[src/rtl/opl3_timers.sv]
// rtl/opl3_timers.sv - OPL3 interval timers with IRQ/status generation
//
// Two 8-bit up-counting timers, each advanced by its own prescaler. A timer
// that counts past 0xFF reloads from its preset and raises its flag unless
// masked. The flags drive the status byte and the active-low IRQ line.
//
// Ports:
//   clk          - single clock, all state on its rising edge
//   reset_n      - asynchronous active-low reset
//   opl3_reg_wr  - register write stream {valid, bank_num, address[7:0], data[7:0]}
//   status       - {IRQ, FT1, FT2, 5'b0}
//   irq_n        - low while IRQ is set
module opl3_timers #(
  parameter int TIMER1_TICK_CYCLES = 1018,
  parameter int TIMER2_TICK_CYCLES = 4073
) (
  input  logic        clk,
  input  logic        reset_n,
  input  logic [17:0] opl3_reg_wr,
  output logic [7:0]  status,
  output logic        irq_n
);

  localparam logic [15:0] T1_LAST = 16'(TIMER1_TICK_CYCLES - 1);
  localparam logic [15:0] T2_LAST = 16'(TIMER2_TICK_CYCLES - 1);

  // Write stream fields
  logic       wr_valid;
  logic       wr_bank;
  logic [7:0] wr_addr;
  logic [7:0] wr_data;

  assign wr_valid = opl3_reg_wr[17];
  assign wr_bank  = opl3_reg_wr[16];
  assign wr_addr  = opl3_reg_wr[15:8];
  assign wr_data  = opl3_reg_wr[7:0];

  // Index 0 is timer 1, index 1 is timer 2 throughout.
  logic [1:0][7:0]  preset;
  logic [1:0][7:0]  cnt;
  logic [1:0][15:0] pre;
  logic [1:0]       st;
  logic [1:0]       mt;
  logic [1:0]       ft;
  logic             irq_q;

  logic       wr_acc;
  logic       wr_ctl;
  logic       irq_clr;
  logic [1:0] wr_pre;
  logic [1:0] new_st;
  logic [1:0] new_mt;
  logic [1:0] start;
  logic [1:0] tick;
  logic [1:0] ovf;
  logic [1:0] ft_next;

  // Control bits 2..4 have no function in this block.
  logic unused_ctl_bits;
  assign unused_ctl_bits = ^wr_data[4:2];

  always_comb begin
    wr_acc  = wr_valid && !wr_bank;
    wr_pre  = {wr_acc && (wr_addr == 8'h03), wr_acc && (wr_addr == 8'h02)};
    wr_ctl  = wr_acc && (wr_addr == 8'h04) && !wr_data[7];
    irq_clr = wr_acc && (wr_addr == 8'h04) &&  wr_data[7];
    new_st  = {wr_data[1], wr_data[0]};
    new_mt  = {wr_data[5], wr_data[6]};
    // Only a 0->1 transition of ST reloads; rewriting ST=1 is a no-op.
    start   = wr_ctl ? (new_st & ~st) : 2'b00;
    tick[0] = st[0] && (pre[0] == T1_LAST);
    tick[1] = st[1] && (pre[1] == T2_LAST);
    for (int i = 0; i < 2; i++) begin
      // A start edge overrides any tick landing on the same cycle.
      ovf[i] = tick[i] && !start[i] && (cnt[i] == 8'hFF);
    end
    // IRQ reset beats a coincident overflow; masks only block new sets.
    ft_next = irq_clr ? 2'b00 : (ft | (ovf & ~mt));
  end

  // Control/flag registers
  always_ff @(posedge clk or negedge reset_n) begin
    if (!reset_n) begin
      preset <= '0;
      st     <= '0;
      mt     <= '0;
      ft     <= '0;
      irq_q  <= 1'b0;
    end else begin
      for (int i = 0; i < 2; i++) begin
        if (wr_pre[i]) preset[i] <= wr_data;
      end
      if (wr_ctl) begin
        st <= new_st;
        mt <= new_mt;
      end
      ft    <= ft_next;
      irq_q <= |ft_next;
    end
  end

  // Counters and prescalers; both hold while the timer is stopped.
  always_ff @(posedge clk or negedge reset_n) begin
    if (!reset_n) begin
      cnt <= '0;
      pre <= '0;
    end else begin
      for (int i = 0; i < 2; i++) begin
        if (start[i]) begin
          cnt[i] <= preset[i];
          pre[i] <= '0;
        end else if (st[i]) begin
          if (tick[i]) begin
            pre[i] <= '0;
            cnt[i] <= (cnt[i] == 8'hFF) ? preset[i] : 8'(cnt[i] + 8'd1);
          end else begin
            pre[i] <= 16'(pre[i] + 16'd1);
          end
        end
      end
    end
  end

  assign status = {irq_q, ft[0], ft[1], 5'b00000};
  assign irq_n  = ~irq_q;

endmodule

[config.mk]
export PLATFORM = sky130hd
export DESIGN_NAME = opl3_timers
export DESIGN_NICKNAME = d
export VERILOG_FILES = /design/src/rtl/opl3_timers.sv
export SDC_FILE = /design/constraint.sdc
export NUM_CORES = 1
export LEC_CHECK = 0
export BUFFER_PORTS_ARGS = -buffer_cell sky130_fd_sc_hd__clkbuf_2
export CORE_ASPECT_RATIO = 1.2
export CORE_UTILIZATION = 60
export DETAILED_ROUTE_END_ITERATION = 10
export PLACE_DENSITY_LB_ADDON = 0.1
export SETUP_SLACK_MARGIN = 0.3
export SYNTH_ARGS = -nofsm -noshare
export SYNTH_HDL_FRONTEND = slang
export SYNTH_SLANG_ARGS = --single-unit
[constraint.sdc]
create_clock -name clk -period 3 [get_ports clk]
set_clock_uncertainty 0.2 [all_clocks]
set_input_delay 0.6 -clock clk [delete_from_list [all_inputs] [get_ports clk]]
set_output_delay 0.6 -clock clk [all_outputs]
set_load 0.02 [all_outputs]
==> flow_metrics.env <==
export IMPL_antenna_left=0
export IMPL_overflow=0
export IMPL_p_leak_nw=1.843
export IMPL_grt_pass1_wl_um=14040
export IMPL_hpwl_um=5972
export IMPL_vias=3086
export IMPL_async_flop_share_pct=100.0
export IMPL_grt_antenna_before_repair=0
export IMPL_crit_arrival_ns=2.52
export IMPL_cts_max_level=3
export IMPL_cpPeakStageDelay_ns=0.64
export IMPL_avgRoutedWirePerCell_um=16.76
export IMPL_cts_hold_buf=0
export IMPL_worst_pin_slew_ns=0.5884
export IMPL_cts_tree="yes"
export IMPL_cts_setup_buffers=0
export IMPL_holdWs_ns=0.05387
export IMPL_via_per_inst=6.147
export IMPL_cp_max_fo=10
export IMPL_final_cell_mix="71 x dfrtp_1, 31 x nand2_1, 30 x nor2_1, 23 x o21ai_0, 22 x clkbuf_2"
export IMPL_final_max_slew_violation_count=0
export IMPL_numClockSinks=71
export IMPL_boundaryPins=29
export IMPL_cts_resized=0
export IMPL_ys_warn_count=0
export IMPL_synth_edf_count=0
export IMPL_die_h_um=89.91
export IMPL_initial_utilization_pct=63.05
export IMPL_drcViolationCount=0
export IMPL_synth_flop_cell="dfrtp_1"
export IMPL_die_area_mm2=0.006766
export IMPL_start_kind="flop"
export IMPL_rows=31
export IMPL_grt_usage_pct=27.34
export IMPL_ys_ff_latch=71
export IMPL_grt_pass1_vias=2922
export IMPL_drt_iter0_markers=142
export IMPL_timing_fmax_mhz=399.5
export IMPL_outcome="finished, final reports clean"
export IMPL_clkTransAtPathRegs_ns=0.08
export IMPL_mostFrequentLayoutCell="dfrtp_1"
export IMPL_cp_required_ns=3.02
export IMPL_endpoint_kind="flop"
export IMPL_grt_max_degree=28
export IMPL_syn_to_final_growth_pct=9.845
export IMPL_ys_types=60
export IMPL_fin_crit_ns=2.503
export IMPL_finalCritPeriodShare_pct=83.43
export IMPL_syn_mean_instance_area_um2=9.907
export IMPL_maxCapViolCount=0
export IMPL_crit_chain="inv_1, ha_1, or4b_4, or4_4, a21oi_2, nor2_1, a211o_1"
export IMPL_gp_congestion=0.8323
export IMPL_setup_viol=0
export IMPL_synth_seq_area_share_pct=45.98
export IMPL_timing_worst_setup_path_type="reg -> reg"
export IMPL_port_buffers=23
export IMPL_n_antenna_cell=0
export IMPL_r2r_slack_ns=0.50
export IMPL_coreArea_mm2=0.006128
export IMPL_clkLatencyLatePin_ns=0.34
export IMPL_final_nets=441
export IMPL_netlist_area_mm2=0.003864
export IMPL_die_x_um=75.26
export IMPL_ir_worst_vdd_v=0.0003313
export IMPL_tns_ns=0
export IMPL_hp_class="in -> async"
export IMPL_firstDrtPassIters=5
export IMPL_final_util_pct=69.25
export IMPL_fill_cells=501
export IMPL_slowest_stage="or4_4"
export IMPL_cts_root_buf="clkbuf_8"
export IMPL_routed_wl_um=8413
export IMPL_rsz0062_at_grt="false"
export IMPL_cts_buffers=9
export IMPL_clk_path_buf_depth=2
export IMPL_netlist_instances=390
export IMPL_finalHoldViolCount=0
export IMPL_p_per_area_mw_per_mm2=504.6
export IMPL_drive_gt1_share_pct=15.95
export IMPL_max_slew_margin_pct=60.77
[per-layer routing]
metal / vias up / track usage (%) / wire length, um
li1: 1467 / - / -
met1: 1498 / 39.19 / 3810
met2: 104 / 42.42 / 4092
met3: 17 / 3.363 / 359
met4: 0 / 10.03 / 150
met5: - / 0 / 0
[cells in the mapped netlist, drive strengths merged (3+ instances only)]
cell type / count / area (um2)
mux2: 17 / 191.4
inv: 10 / 37.54
a31oi: 3 / 18.77
a211o: 3 / 26.28
nand3b: 3 / 22.52
o21ai: 27 / 138.9
or3: 6 / 37.54
nor3: 14 / 70.07
nor2b: 4 / 25.02
clkbuf: 10 / 37.54
nor4: 9 / 101.4
and4b: 3 / 30.03
nand4b: 3 / 26.28
or4: 4 / 30.03
or4b: 3 / 33.78
nand3: 21 / 105.1
and3: 6 / 37.54
nor3b: 5 / 37.54
o22ai: 3 / 25.02
nand4: 15 / 108.9
dfrtp: 71 / 1777
nand2: 32 / 120.1
xor2: 6 / 52.55
or2: 3 / 18.78
and4: 5 / 43.79
a2bb2oi: 3 / 26.28
xnor2: 17 / 148.9
a21oi: 15 / 78.83
ha: 6 / 75.07
nor2: 30 / 112.6
buf: 10 / 63.80
[registers in the layout, indices dropped and copies added (netlist names)]
name	flops
cnt	16
mt	2
ft	2
preset	16
st	2
irq_q	1
pre	32
[per-stage QoR]
stage	worst slack [ns]	cell area, um2	cells	total power [W]
6_report	0.4970	4244	502	0.002141
5_1_grt	0.3351	4244	502	0.002235
4_1_cts	0.3488	4238	502	0.002151
3_5_place_dp	0.1947	4048	486	0.001405
3_3_place_gp	0.2036	4048	486	0.001386
2_1_floorplan	0.5587	3879	394	0.001305
[worst paths after layout]
path | from | endpoint | depth (start not counted)
worst max-delay path | pre[1] | cnt[3] | 7
worst max register to register | pre[1] | cnt[3] | 7
worst min-delay path | reset_n | pre[29] | 1
worst min register to register | preset[10] | preset[10] | 1
max in group asynchronous | reset_n | cnt[15] | 2
min in group clk | preset[10] | preset[10] | 1
[worst max-delay path, delay by kind of cell, from the launching register on]
kind / cells / cell delay [ns]
DFF: 1 / 0.41
buffers and inverters: 1 / 0.09
and+or+nand+nor: 3 / 1.16
adders and majority gates: 1 / 0.13
AOI/OAI and AO/OA: 2 / 0.40
[power by group]
group	total, W	leakage, nW	internal (W)	switching [W]
Sequential	0.00114	0.881	0.00103	0.000105
Combinational	0.000255	0.862	0.000109	0.000146
Clock	0.000749	0.100	0.000404	0.000346
Total	0.00214	1.84	0.00154	0.000596
[cell families (layout without fill, tap and decap cells)]
| family | after synthesis | after routing | share of synthesized area (%) |
|---|---|---|---|
| XOR/XNOR | 23 | 23 | 5.214 |
| buffers and inverters | 30 | 56 | 3.594 |
| other | 1 | 5 | 0.09706 |
| adder cells (fa/ha/maj) | 6 | 6 | 1.943 |
| multiplexers | 19 | 19 | 5.473 |
| flip-flops | 71 | 71 | 45.98 |
| AO/OA/AOI/OAI | 66 | 66 | 10.82 |
| AND/OR/NAND/NOR | 174 | 174 | 26.88 |
[area by class of cell]
type	instances	area, um2	area share, %
multi-input combinational	293	1969	46.40
sequential	71	1777	41.86
timing repair buffer	30	167.7	3.950
clock buffer	12	145.1	3.420
tap	82	102.6	2.417
clock inverter	4	45.04	1.061
inverter	10	37.54	0.8844
No activity file was read; power rests on OpenSTA's default activity.
